[src/rtl/lfsr_seq_ctrl.sv]
// Sequencing controller for a 6-bit Fibonacci LFSR datapath on the DE1 board.
// It turns debounced keys into advance/load strobes, measures the sequence period and traps the all-zero state.
module lfsr_seq_ctrl #(
  parameter int W        = 6,
  parameter int DEB_CYC  = 500000,
  parameter int BASE_DIV = 5000000
) (
  input  logic         CLOCK_50,
  input  logic [3:0]   KEY,
  input  logic [9:0]   SW,
  input  logic [W-1:0] lfsr_q,
  output logic         lfsr_en,
  output logic         lfsr_load,
  output logic [W-1:0] lfsr_seed,
  output logic [W-1:0] step_cnt,
  output logic [W-1:0] period,
  output logic         period_vld,
  output logic         running,
  output logic         lockup
);

  localparam int DC_W = (DEB_CYC > 1) ? $clog2(DEB_CYC) : 1;
  localparam int PRE_W = $clog2(4 * BASE_DIV);
  localparam logic [W-1:0] SEED_ONE = W'(1);
  localparam logic [DC_W-1:0] DEB_LAST = DC_W'(DEB_CYC - 1);

  typedef enum logic [1:0] {
    LOAD   = 2'd0,
    IDLE   = 2'd1,
    RUN    = 2'd2,
    LOCKED = 2'd3
  } state_t;

  logic clk;
  assign clk = CLOCK_50;

  // Reset key is only synchronised, never debounced, so a single low cycle is honoured.
  logic [1:0] rst_sync_reg;
  logic       rst_n;

  always_ff @(posedge clk) begin
    rst_sync_reg <= {rst_sync_reg[0], KEY[3]};
  end

  assign rst_n = rst_sync_reg[1];

  // One debouncer per control key: 0 = step, 1 = run/stop, 2 = load.
  logic [2:0] press;

  generate
    for (genvar gi = 0; gi < 3; gi++) begin : g_key
      logic            s1_reg;
      logic            s2_reg;
      logic            lvl_reg;
      logic            press_reg;
      logic [DC_W-1:0] cnt_reg;

      always_ff @(posedge clk) begin
        if (!rst_n) begin
          s1_reg    <= 1'b1;
          s2_reg    <= 1'b1;
          lvl_reg   <= 1'b1;
          press_reg <= 1'b0;
          cnt_reg   <= '0;
        end else begin
          s1_reg    <= KEY[gi];
          s2_reg    <= s1_reg;
          press_reg <= 1'b0;
          if (s2_reg == lvl_reg) begin
            cnt_reg <= '0;
          end else if (cnt_reg == DEB_LAST) begin
            lvl_reg   <= s2_reg;
            cnt_reg   <= '0;
            press_reg <= ~s2_reg;
          end else begin
            cnt_reg <= cnt_reg + 1'b1;
          end
        end
      end

      assign press[gi] = press_reg;
    end
  endgenerate

  logic step_press;
  logic run_press;
  logic load_press;

  assign step_press = press[0];
  assign run_press  = press[1];
  assign load_press = press[2];

  logic [W-1:0] sw_seed;
  logic [W-1:0] seed_fix;
  logic         unused_sw;

  assign sw_seed   = SW[W-1:0];
  assign seed_fix  = (sw_seed == '0) ? SEED_ONE : sw_seed;
  assign unused_sw = ^SW[7:6];

  state_t           state_reg;
  logic [1:0]       rate_reg;
  logic [PRE_W-1:0] pre_cnt_reg;
  logic [PRE_W-1:0] pre_lim;
  logic             chk_reg;
  logic             lock_seen;

  assign pre_lim = PRE_W'(BASE_DIV * (int'(rate_reg) + 1) - 1);

  // A zero state only counts when the datapath is not being loaded or advanced this cycle.
  assign lock_seen = !lfsr_load && !lfsr_en && (lfsr_q == '0);

  always_ff @(posedge clk) begin
    if (!rst_n) begin
      state_reg   <= LOAD;
      lfsr_en     <= 1'b0;
      lfsr_load   <= 1'b0;
      lfsr_seed   <= SEED_ONE;
      step_cnt    <= '0;
      period      <= '0;
      period_vld  <= 1'b0;
      running     <= 1'b0;
      lockup      <= 1'b0;
      rate_reg    <= 2'd0;
      pre_cnt_reg <= '0;
      chk_reg     <= 1'b0;
    end else begin
      lfsr_en   <= 1'b0;
      lfsr_load <= 1'b0;
      chk_reg   <= lfsr_en;

      if (lfsr_en) begin
        step_cnt <= step_cnt + 1'b1;
      end

      // step_cnt already includes the advance that produced this lfsr_q.
      if (chk_reg && !period_vld && (lfsr_q == lfsr_seed)) begin
        period     <= step_cnt;
        period_vld <= 1'b1;
      end

      if (load_press) begin
        lfsr_seed <= seed_fix;
        running   <= 1'b0;
        state_reg <= LOAD;
      end else begin
        case (state_reg)
          LOAD: begin
            lfsr_load  <= 1'b1;
            step_cnt   <= '0;
            period_vld <= 1'b0;
            lockup     <= 1'b0;
            state_reg  <= IDLE;
          end
          IDLE: begin
            if (lock_seen) begin
              lockup    <= 1'b1;
              running   <= 1'b0;
              state_reg <= LOCKED;
            end else if (run_press) begin
              running     <= 1'b1;
              pre_cnt_reg <= '0;
              rate_reg    <= SW[9:8];
              state_reg   <= RUN;
            end else if (step_press) begin
              lfsr_en <= 1'b1;
            end
          end
          RUN: begin
            if (lock_seen) begin
              lockup    <= 1'b1;
              running   <= 1'b0;
              state_reg <= LOCKED;
            end else if (run_press) begin
              running   <= 1'b0;
              state_reg <= IDLE;
            end else if (pre_cnt_reg == pre_lim) begin
              lfsr_en     <= 1'b1;
              pre_cnt_reg <= '0;
              rate_reg    <= SW[9:8];
            end else begin
              pre_cnt_reg <= pre_cnt_reg + 1'b1;
            end
          end
          LOCKED: begin
            running <= 1'b0;
          end
          default: begin
            state_reg <= LOAD;
          end
        endcase
      end
    end
  end

endmodule

[config.mk]
export PLATFORM = sky130hd
export DESIGN_NAME = lfsr_seq_ctrl
export DESIGN_NICKNAME = d
export VERILOG_FILES = /design/src/rtl/lfsr_seq_ctrl.sv
export SDC_FILE = /design/constraint.sdc
export NUM_CORES = 1
export LEC_CHECK = 0
export ABC_CLOCK_PERIOD_IN_PS = 3200
export CAP_MARGIN = 40
export CORE_ASPECT_RATIO = 2
export CORE_UTILIZATION = 35
export DETAILED_ROUTE_END_ITERATION = 10
export PLACE_DENSITY = 0.56
export SLEW_MARGIN = 20
export SYNTH_ARGS = -nofsm -noshare
export SYNTH_HDL_FRONTEND = slang
export SYNTH_SLANG_ARGS = --single-unit
[constraint.sdc]
create_clock -name CLOCK_50 -period 3.2 [get_ports CLOCK_50]
set_input_delay 0.8 -clock CLOCK_50 [delete_from_list [all_inputs] [get_ports CLOCK_50]]
set_output_delay 0.8 -clock CLOCK_50 [all_outputs]
set_load 0.01 [all_outputs]
Word-level counts from Yosys, hierarchy flattened
Index checks and enable logic that the tools add are counted.
Cells by class
  $add $sub $neg: 7
  multiply operators: 1
  equality and inequality tests: 19
  muxes and demuxes: 39
  bitwise logic cells: 11
  reduce and logical (&&, ||, !) cells: 30
Operators with widths (count)
  $mux 25: 5
  $add 19x1->19 const B: 3
  $eq 19x19->1 const B: 3
  $pmux 25 s2: 1
  $add 25x1->25 const B: 1
  $eq 25x25->1: 1
  $sub 25x1->25 const B: 1
  $mux 6: 4
  $mul 17x3->19 const A: 1
  $mux 2: 9
  $reduce_or 3->1: 6
  $mux 1: 15
  $logic_not 6->1: 2
  $not 1->1: 11
  $ne 2x2->1 const B: 5
  $reduce_and 3->1: 3
  $reduce_and 7->1: 1
  $add 6x1->6 const B: 1
  $eq 6x6->1: 1
  $ne 3x3->1 const B: 2
  $pmux 2 s3: 1
  $reduce_and 2->1: 3
  $reduce_and 6->1: 1
  $reduce_bool 3->1: 2
  13 further kinds: 24
Word-level totals
  bits in registers: 124
  input port bits: 21
  output and inout port bits: 23
  word-level logic and storage cells: 135

Logic depth before layout (Yosys ltp)
Gate-level depths: netlist of run 1.
  depth in word-level cells: 8
  depth in mapped cells: 15
  mapped depth without buffers: 12

Least setup slack after synthesis of run 1
OpenSTA, ideal clock, no wires.
  path kind: register to register
  from: register rate_reg[0]
  to: register rate_reg[0]
  setup time: 72 ps
  data arrival time: 3285 ps
  required time: 3128 ps
  setup slack: -156 ps
  stages on the path, launching flop included: 15
  path buffers: 2
  period minus slack after synthesis: 3356 ps
  cell sequence: dfxtp_1 -> buf_6 -> inv_1 -> ha_1 -> buf_2 -> nand2b_1 -> and2_1 -> ha_1 -> nand3b_4 -> a21oi_1 -> xnor3_1 -> a21oi_2 -> nand3_4 -> a2111oi_4 -> mux2i_1
Between the ends
  longest elaborated chain between the ends: 6
Ends and longest elaborated chain
  from (decl): line 102  | logic [1:0] rate_reg;
  from (signal assigned): line 163  | rate_reg <= SW[9:8];
  from (signal assigned): line 180  | rate_reg <= SW[9:8];
  $add 2x1->3: line 108  | assign pre_lim = PRE_W'(BASE_DIV * (int'(rate_reg) + 1) - 1);
  $mul 17x3->19: line 108
  $sub 25x1->25: line 108
  $eq 25x25->1: line 177  | end else if (pre_cnt_reg == pre_lim) begin
  $ne 2x2->1 (no line)
  $reduce_and 7->1 (no line)
Every way passes these cells.
A chain may end at the register's enable or synchronous reset.

Final worst setup path of run 1
  from: register rate_reg[1]
  to: register rate_reg[1]
The elaborated chain is that of the path after synthesis.

==> impl_results.md, run 1 <==
- Max FO, Critical Path: 4
- Die area: 0.0175 mm^2
- Hpwl dp: 9500 um
- Total wire length: 12800 um
- Fmax: 332 MHz
- Initial antenna violation count: 0
- Largest register FFs: 57
- Syn. warnings: 0
- Post-synth EDFFs: 0
- Yosys reg bits: 124
- Layout cell share with drive strength beyond 1: 9.74%
- Ys flop type: dfxtp_1
- Post-Syn Instances: 670
- Placer congestion estimate: 0.796
- Antenna Nets Post-Route: 0
- Post-Syn Area: 0.00592 mm^2
- Area delta synth->final: 21.7%
- CTS max path bufs: 2
- TritonCTS clock tree: built
- Leak: 2.56 nW
- CP max stage cell: a2111oi_4
- Tmin final: 3.01 ns
- First-pass DRT Iterations: 4
- Clock root buffer: clkbuf_16
- Initial core utilization: 36.0%
- Mapped Nets: 709
- Arr. time, crit path: 3.35 ns
- Synth async-reset ratio: 0%
- Switching share of power: 25.8%
- Slew Viols, Final: 0
- Switching power: 1.00 mW
- Max cap viols: 0
- GR Util met1: 14.7%
- Combinational share of power: 11.5%
- Area leader, netlist: dfxtp_1
- Critical Path End Type: flip-flop
- Clk_skew: 0.0121 ns
- WL/cell: 13.5 um
- Worst slew pin tran: 0.709 ns
- Final net count: 765
- WP data required: 3.53 ns
- Hold_buf cts: 0
- Antenna cell count: 0
- Crit share post-route: 94.2%
- Startpoint types: flip-flop
- CP most frequent cell: a21oi_2
- Clock Pin Slew Worst Setup and Hold Paths: 0.06 ns
- Top-level I/O count: 44
- CP cell instances: inv_4 -> ha_4 -> nand2b_4 -> and2_4 -> ha_1 -> nand3b_4 -> a21oi_2 -> xnor3_1 -> a21oi_2 -> nand3_4 -> a2111oi_4 -> mux2i_1
- Yosys cell types: 61
- GR Util met3: 3.35%
- Internal power: 2.88 mW
- Post-synth top area share: 42.0%
- RSZ-0062 raised after global routing: false
- HP Class: flip-flop to flip-flop
- CP max stage delay: 0.48 ns
- CTS sink count: 124
- Setup TNS Final: 0 ns
- Register area share after synthesis: 42.0%
- Most used routing layer: met2
- Fillers: 1589
- Remaining Overflow, GRT: 0
- Total CTS buffers: 17
- First-pass GRT wire length: 21500 um
- Via Count: 4662
- Overall Power: 3.88 mW
- Vias in the first global route: 4820
- Hold Vio Cnt, Final: 0
- Die H: 186 um
- Max-Slew Margin vs Limit: 52.6%
- Die width: 93.9 um
- Endpoints failing setup: 0
- Status: complete, no violations
- Worst R2R Setup Slack: 0.19 ns
- Flop pwr share: 41.0%
- Vias per cell: 4.94
- Rows: 66
- DRC violations left: 0
- Port-buffer cells: 41
- Area contributors post-synth: dfxtp_1 42%, xor2_1 9.8%, nor2_1 7.4%, xnor2_1 5.2%, nand2_1 4.2%
- Largest net degree at the start of global routing: 35
- Average size of a mapped cell: 8.83 um^2
- Clock share of power: 47.5%
- Pwr dens: 539 mW/mm^2
- GRT Overall Usage: 15.6%
- Critical setup path kind: flip-flop to flip-flop
- Met2 Use GR: 30.8%
- Worst VDD drop: 311 uV
- H-tree levels: 4
- Worst skew pair latency: 0.41 ns
- Starting DRC count in detailed routing: 124
- Core area: 0.0164 mm^2
## cells by family (layout without fill, tap and decap cells)
group / Yosys count / count (layout) / synth area share [%]
xor gates and xnor gates: 102 / 102 / 15.3
muxes: 18 / 18 / 3.07
AOI/OAI and AO/OA: 42 / 42 / 4.82
and+or+nand+nor: 332 / 332 / 28.4
buffers and inverters: 34 / 103 / 2.58
adders and majority gates: 18 / 18 / 3.81
DFF: 124 / 124 / 42.0
## placed cells by master, fill, tap and decap left out, drive strengths merged, types with 2 or more instances in the layout
master	n
clkinvlp	2
ha	18
nor4	7
or2	3
nor4b	2
o21ai	7
clkbuf	20
buf	16
xnor2	35
or4	2
o211ai	2
and3	16
or4b	3
or3	7
nand3	38
nor3b	2
nand2	66
a21oi	17
xor2	66
and2	2
nand3b	5
or3b	2
nor3	9
o31ai	2
nor2	118
and4	3
nand4	19
nor2b	12
dfxtp	124
nand2b	14
a211oi	2
inv	18
a31oi	2
clkinv	5
o21a	2
mux2i	17
clkdlybuf4s50	41
## layer usage
metal / vias up / part of all wire, % / routed length (um)
met5: - / 0 / 0
met4: 0 / 3.0 / 380
met1: 2225 / 38 / 4800
li1: 2358 / - / -
met2: 52 / 57 / 7340
met3: 27 / 2.0 / 260
## cell type report
cell class	instances	area, um^2	area share (%)
well taps	204	255	3.54
repair buffers	57	531	7.36
clock inverters	12	113	1.56
multi-input cells	512	3310	45.9
flip-flops and latches	124	2480	34.5
clock buffers	20	457	6.34
inverters	14	55.1	0.764
## Yosys cell counts, types with 3 or more instances
master / instances
nand2b_1: 14
xor2_1: 66
or3_1: 7
nor2b_1: 12
xnor2_1: 35
and4_1: 3
nor2_1: 117
and3_1: 15
mux2i_1: 17
ha_1: 18
inv_1: 14
nand3_1: 37
buf_2: 8
nand3b_1: 4
clkbuf_1: 10
o21ai_0: 5
a21oi_1: 16
nor3_1: 8
nand2_1: 66
nor4_1: 4
nand4_1: 19
dfxtp_1: 124
or4b_2: 3
## critical path, delay by kind of cell, from the launching register on
| family | cells | cell delay, ns |
|---|---|---|
| compound gates | 3 | 0.84 |
| xor+xnor | 1 | 0.33 |
| simple gates | 4 | 0.60 |
| mux | 1 | 0.22 |
| flops | 1 | 0.34 |
| buf+inv | 1 | 0.05 |
| fa+ha+maj | 2 | 0.56 |
## power by group through the flow
stage | logic, mW | registers (mW) | clock network, mW
2_1_floorplan | 0.303 | 1.62 | 0
5_1_grt | 0.501 | 1.59 | 1.96
4_1_cts | 0.443 | 1.59 | 1.90
3_5_place_dp | 0.439 | 1.62 | 0
3_3_place_gp | 0.432 | 1.62 | 0
6_report | 0.446 | 1.59 | 1.84
## per-stage QoR
| stage | cells | area (um^2) | utilization [%] | hold slack [ns] | setup WS (ns) |
|---|---|---|---|---|---|
| final | 943 | 7200 | 43.8 | 0.333 | 0.185 |
| after global routing | 943 | 7200 | 43.8 | 0.336 | 0.00610 |
| after CTS | 940 | 7150 | 43.5 | 0.331 | 0.0159 |
| after detailed placement | 908 | 6590 | 40.1 | 0.317 | 0.00140 |
| after global placement | 908 | 6590 | 40.1 | 0.318 | 0.0407 |
| after floorplan | 670 | 5920 | - | 0.310 | 0.0343 |
## final timing paths
check,from,end,cells after the start
hold / removal,rst_sync_reg[0]$_DFF_P_,rst_sync_reg[1]$_DFF_P_,0
setup reg to reg,rate_reg[1]$_SDFFE_PN0P_,rate_reg[1]$_SDFFE_PN0P_,12
hold reg to reg,rst_sync_reg[0]$_DFF_P_,rst_sync_reg[1]$_DFF_P_,0
setup / recovery,rate_reg[1]$_SDFFE_PN0P_,rate_reg[1]$_SDFFE_PN0P_,12
## repair_timing
item,4_1_cts,5_1_grt
gates resized for setup,0,6
setup endpoints to repair,0,22
buffers inserted,0,3
(Power assumes the default switching activity.)
==> run 2: changes to the inputs <==
--- a/config.mk
+++ b/config.mk
@@ -9,8 +9,10 @@
 export CAP_MARGIN = 40
 export CORE_ASPECT_RATIO = 2
 export CORE_UTILIZATION = 35
+export CTS_BUF_LIST = sky130_fd_sc_hd__clkbuf_4 sky130_fd_sc_hd__clkbuf_8
 export DETAILED_ROUTE_END_ITERATION = 10
 export PLACE_DENSITY = 0.56
+export RECOVER_POWER = 100
 export SLEW_MARGIN = 20
 export SYNTH_ARGS = -nofsm -noshare
 export SYNTH_HDL_FRONTEND = slang
==> run 2 against run 1 <==
Combinational power is 0.9% lower. Critical endpoint unchanged. Via count is 0.17% higher. Largest cell class unchanged. Non-clock buffer count stayed put. Final area is 2.8% lower.
==> impl_results.md, run 2 (same netlist as run 1, synthesis figures left out) <==
- Top-level I/O count: 44 (unchanged)
- Largest net degree at the start of global routing: 35 (unchanged)
- CP max stage delay: 0.48 ns (about the same)
- Max cap viols: 0 (unchanged)
- Antenna Nets Post-Route: 0 (unchanged)
- Max FO, Critical Path: 4 (unchanged)
- Antenna cell count: 0 (unchanged)
- GRT Overall Usage: 15.6% (about the same)
- DRC violations left: 0 (unchanged)
- Die width: 93.9 um (unchanged)
- Largest delay contributor family on the critical path: compound AO/OA/AOI/OAI gates (unchanged)
- Rows: 66 (unchanged)
- Clock root buffer: clkbuf_8 (was clkbuf_16)
- CP most frequent cell: a21oi_2 (unchanged)
- Core area: 0.0164 mm^2 (unchanged)
- CTS max path bufs: 2 (unchanged)
- Status: complete, no violations (unchanged)
- Commonest non-fill, non-tap cell in the layout: dfxtp_1 (unchanged)
- HP Class: flip-flop to flip-flop (unchanged)
- H-tree levels: 4 (unchanged)
- Commonest non-fill, non-tap cells in the layout: 122 x dfxtp_1, 118 x nor2_1, 66 x xor2_1, 66 x nand2_1, 37 x nand3_1 (was 122 x dfxtp_1, 117 x nor2_1, 66 x xor2_1, 66 x nand2_1, 41 x clkdlybuf4s50_1)
- Hold_sp: rst_sync_reg[0]$_DFF_P_ (unchanged)
- Leak: 2.54 nW (was 2.56 nW)
- Worst hold path stage count: 0 (unchanged)
- Endpoints failing setup: 0 (unchanged)
- CP max stage cell: a2111oi_4 (unchanged)
- Hold_buf cts: 0 (unchanged)
- Layout cell share with drive strength beyond 1: 9.20% (was 9.74%)
- Area delta synth->final: 18.3% (was 21.7%)
- Setup TNS Final: 0 ns (unchanged)
- Die H: 186 um (unchanged)
- Crit share post-route: 94.4% (was 94.2%)
- Endpoint, Worst Hold: rst_sync_reg[1]$_DFF_P_ (unchanged)
- Starting DRC count in detailed routing: 118 (was 124)
- Clock Pin Slew Worst Setup and Hold Paths: 0.07 ns (was 0.06 ns)
- Die area: 0.0175 mm^2 (unchanged)
- CTS sink count: 124 (unchanged)
- CP Depth: 12 (unchanged)
- WL/cell: 13.5 um (about the same)
- Initial core utilization: 36.0% (unchanged)
- Via Count: 4670 (was 4662)
- Worst slew pin tran: 1.43 ns (was 0.709 ns)
- Fillers: 1617 (was 1589)
- Total CTS buffers: 17 (unchanged)
- Worst skew pair latency: 0.43 ns (was 0.41 ns)
- Hold Vio Cnt, Final: 0 (unchanged)
- Remaining Overflow, GRT: 0 (unchanged)
- Total wire length: 12800 um (about the same)
- Largest register FFs: 57 (unchanged)
- Max-Slew Margin vs Limit: 4.53% (was 52.6%)
- Slew Viols, Final: 0 (unchanged)
- Placer congestion estimate: 0.796 (unchanged)
- TritonCTS clock tree: built (unchanged)
- Worst Path Buf+Inv: 1 (unchanged)
- Final net count: 765 (unchanged)
- R2r startpoint: rate_reg[1]$_SDFFE_PN0P_ (unchanged)
- Port-buffer cells: 41 (unchanged)
- Pwr dens: 480 mW/mm^2 (was 539 mW/mm^2)
- Critical Path End Type: flip-flop (unchanged)
- Worst VDD drop: 245 uV (was 311 uV)
- Worst R2R Setup Slack: 0.18 ns (was 0.19 ns)
- Arr. time, crit path: 3.37 ns (was 3.35 ns)
- RSZ-0062 raised after global routing: false (unchanged)
- Pre-CTS setup slack: 0.00140 ns (unchanged)
- Hpwl dp: 9500 um (unchanged)
- Worst Reg-to-Reg Cells: 12 (unchanged)
- Critical setup path kind: flip-flop to flip-flop (unchanged)
- CP cell instances: inv_4 -> ha_4 -> nand2b_4 -> and2_4 -> ha_1 -> nand3b_4 -> a21oi_2 -> xnor3_1 -> a21oi_2 -> nand3_4 -> a2111oi_4 -> mux2i_1 (unchanged)
- Fmax: 331 MHz (was 332 MHz)
- Clk_skew: 0.0184 ns (was 0.0121 ns)
- FF-to-FF End: rate_reg[1]$_SDFFE_PN0P_ (unchanged)
- Startpoint types: flip-flop (unchanged)
- First-pass GRT wire length: 21500 um (about the same)
- WP data required: 3.55 ns (was 3.53 ns)
- First-pass DRT Iterations: 4 (unchanged)
- Vias per cell: 4.95 (was 4.94)
- Final worst slack: 0.179 ns (was 0.185 ns)
- Initial antenna violation count: 0 (unchanged)
- Vias in the first global route: 4815 (was 4820)
- Tmin final: 3.02 ns (was 3.01 ns)
run 2: power by group:
| part | leakage [nW] | switching, mW | internal, mW |
|---|---|---|---|
| registers | 1.00 | 0.0202 | 1.57 |
| logic | 1.34 | 0.254 | 0.188 |
| clock network | 0.194 | 0.659 | 0.672 |
| total | 2.54 | 0.933 | 2.43 |
run 2: timing repair:
item                       4_1_cts  5_1_grt
buffers inserted                 0        3
setup endpoints to repair        0       22
resized for setup                0        6
run 2: metrics by stage:
step | hold slack [ns] | instances | power [mW] | cell area [um^2] | utilization (%)
6_report | 0.338 | 943 | 3.36 | 7000 | 42.6
5_1_grt | 0.341 | 943 | 3.53 | 7000 | 42.6
4_1_cts | 0.336 | 940 | 3.41 | 6970 | 42.4
3_5_place_dp | 0.317 | 908 | 2.06 | 6590 | 40.1
3_3_place_gp | 0.318 | 908 | 2.05 | 6590 | 40.1
2_1_floorplan | 0.310 | 670 | 1.93 | 5920 | -
run 2: worst max-delay path by stage:
stage / startpoint / end / slack (ns)
3_3_place_gp: lfsr_q[2] / pre_cnt_reg[20]$_SDFFE_PN0P_ / 0.04
5_1_grt: rate_reg[1]$_SDFFE_PN0P_ / rate_reg[0]$_SDFFE_PN0P_ / 0.001
3_5_place_dp: lfsr_q[2] / pre_cnt_reg[20]$_SDFFE_PN0P_ / 0.001
2_1_floorplan: rate_reg[0]$_SDFFE_PN0P_ / rate_reg[0]$_SDFFE_PN0P_ / 0.03
6_report: rate_reg[1]$_SDFFE_PN0P_ / rate_reg[1]$_SDFFE_PN0P_ / 0.18
4_1_cts: rate_reg[1]$_SDFFE_PN0P_ / rate_reg[0]$_SDFFE_PN0P_ / 0.01
run 2: layout make-up:
type	instances	area, um^2	share of cell area [%]
multi-input cells	512	3300	47.1
clock inverters	12	113	1.61
clock buffers	20	269	3.84
flip-flops and latches	124	2480	35.5
well taps	204	255	3.65
repair buffers	57	523	7.47
inverters	14	55.1	0.787
run 2: worst reg2reg max path, cell delays in order (launching register included):
cell and delay, ns:
dfxtp_2 0.35, inv_4 0.05, ha_4 0.24, nand2b_4 0.14, and2_4 0.16, ha_1 0.32, nand3b_4 0.18, a21oi_2 0.16
xnor3_1 0.33, a21oi_2 0.20, nand3_4 0.12, a2111oi_4 0.48, mux2i_1 0.22
run 2: per-layer routing:
layer,vias to the layer above,GRT usage (%),wire (um)
li1,2358,-,-
met1,2236,14.6,4740
met2,50,30.8,7390
met3,26,3.76,291
met4,0,7.14,345
met5,-,0,0
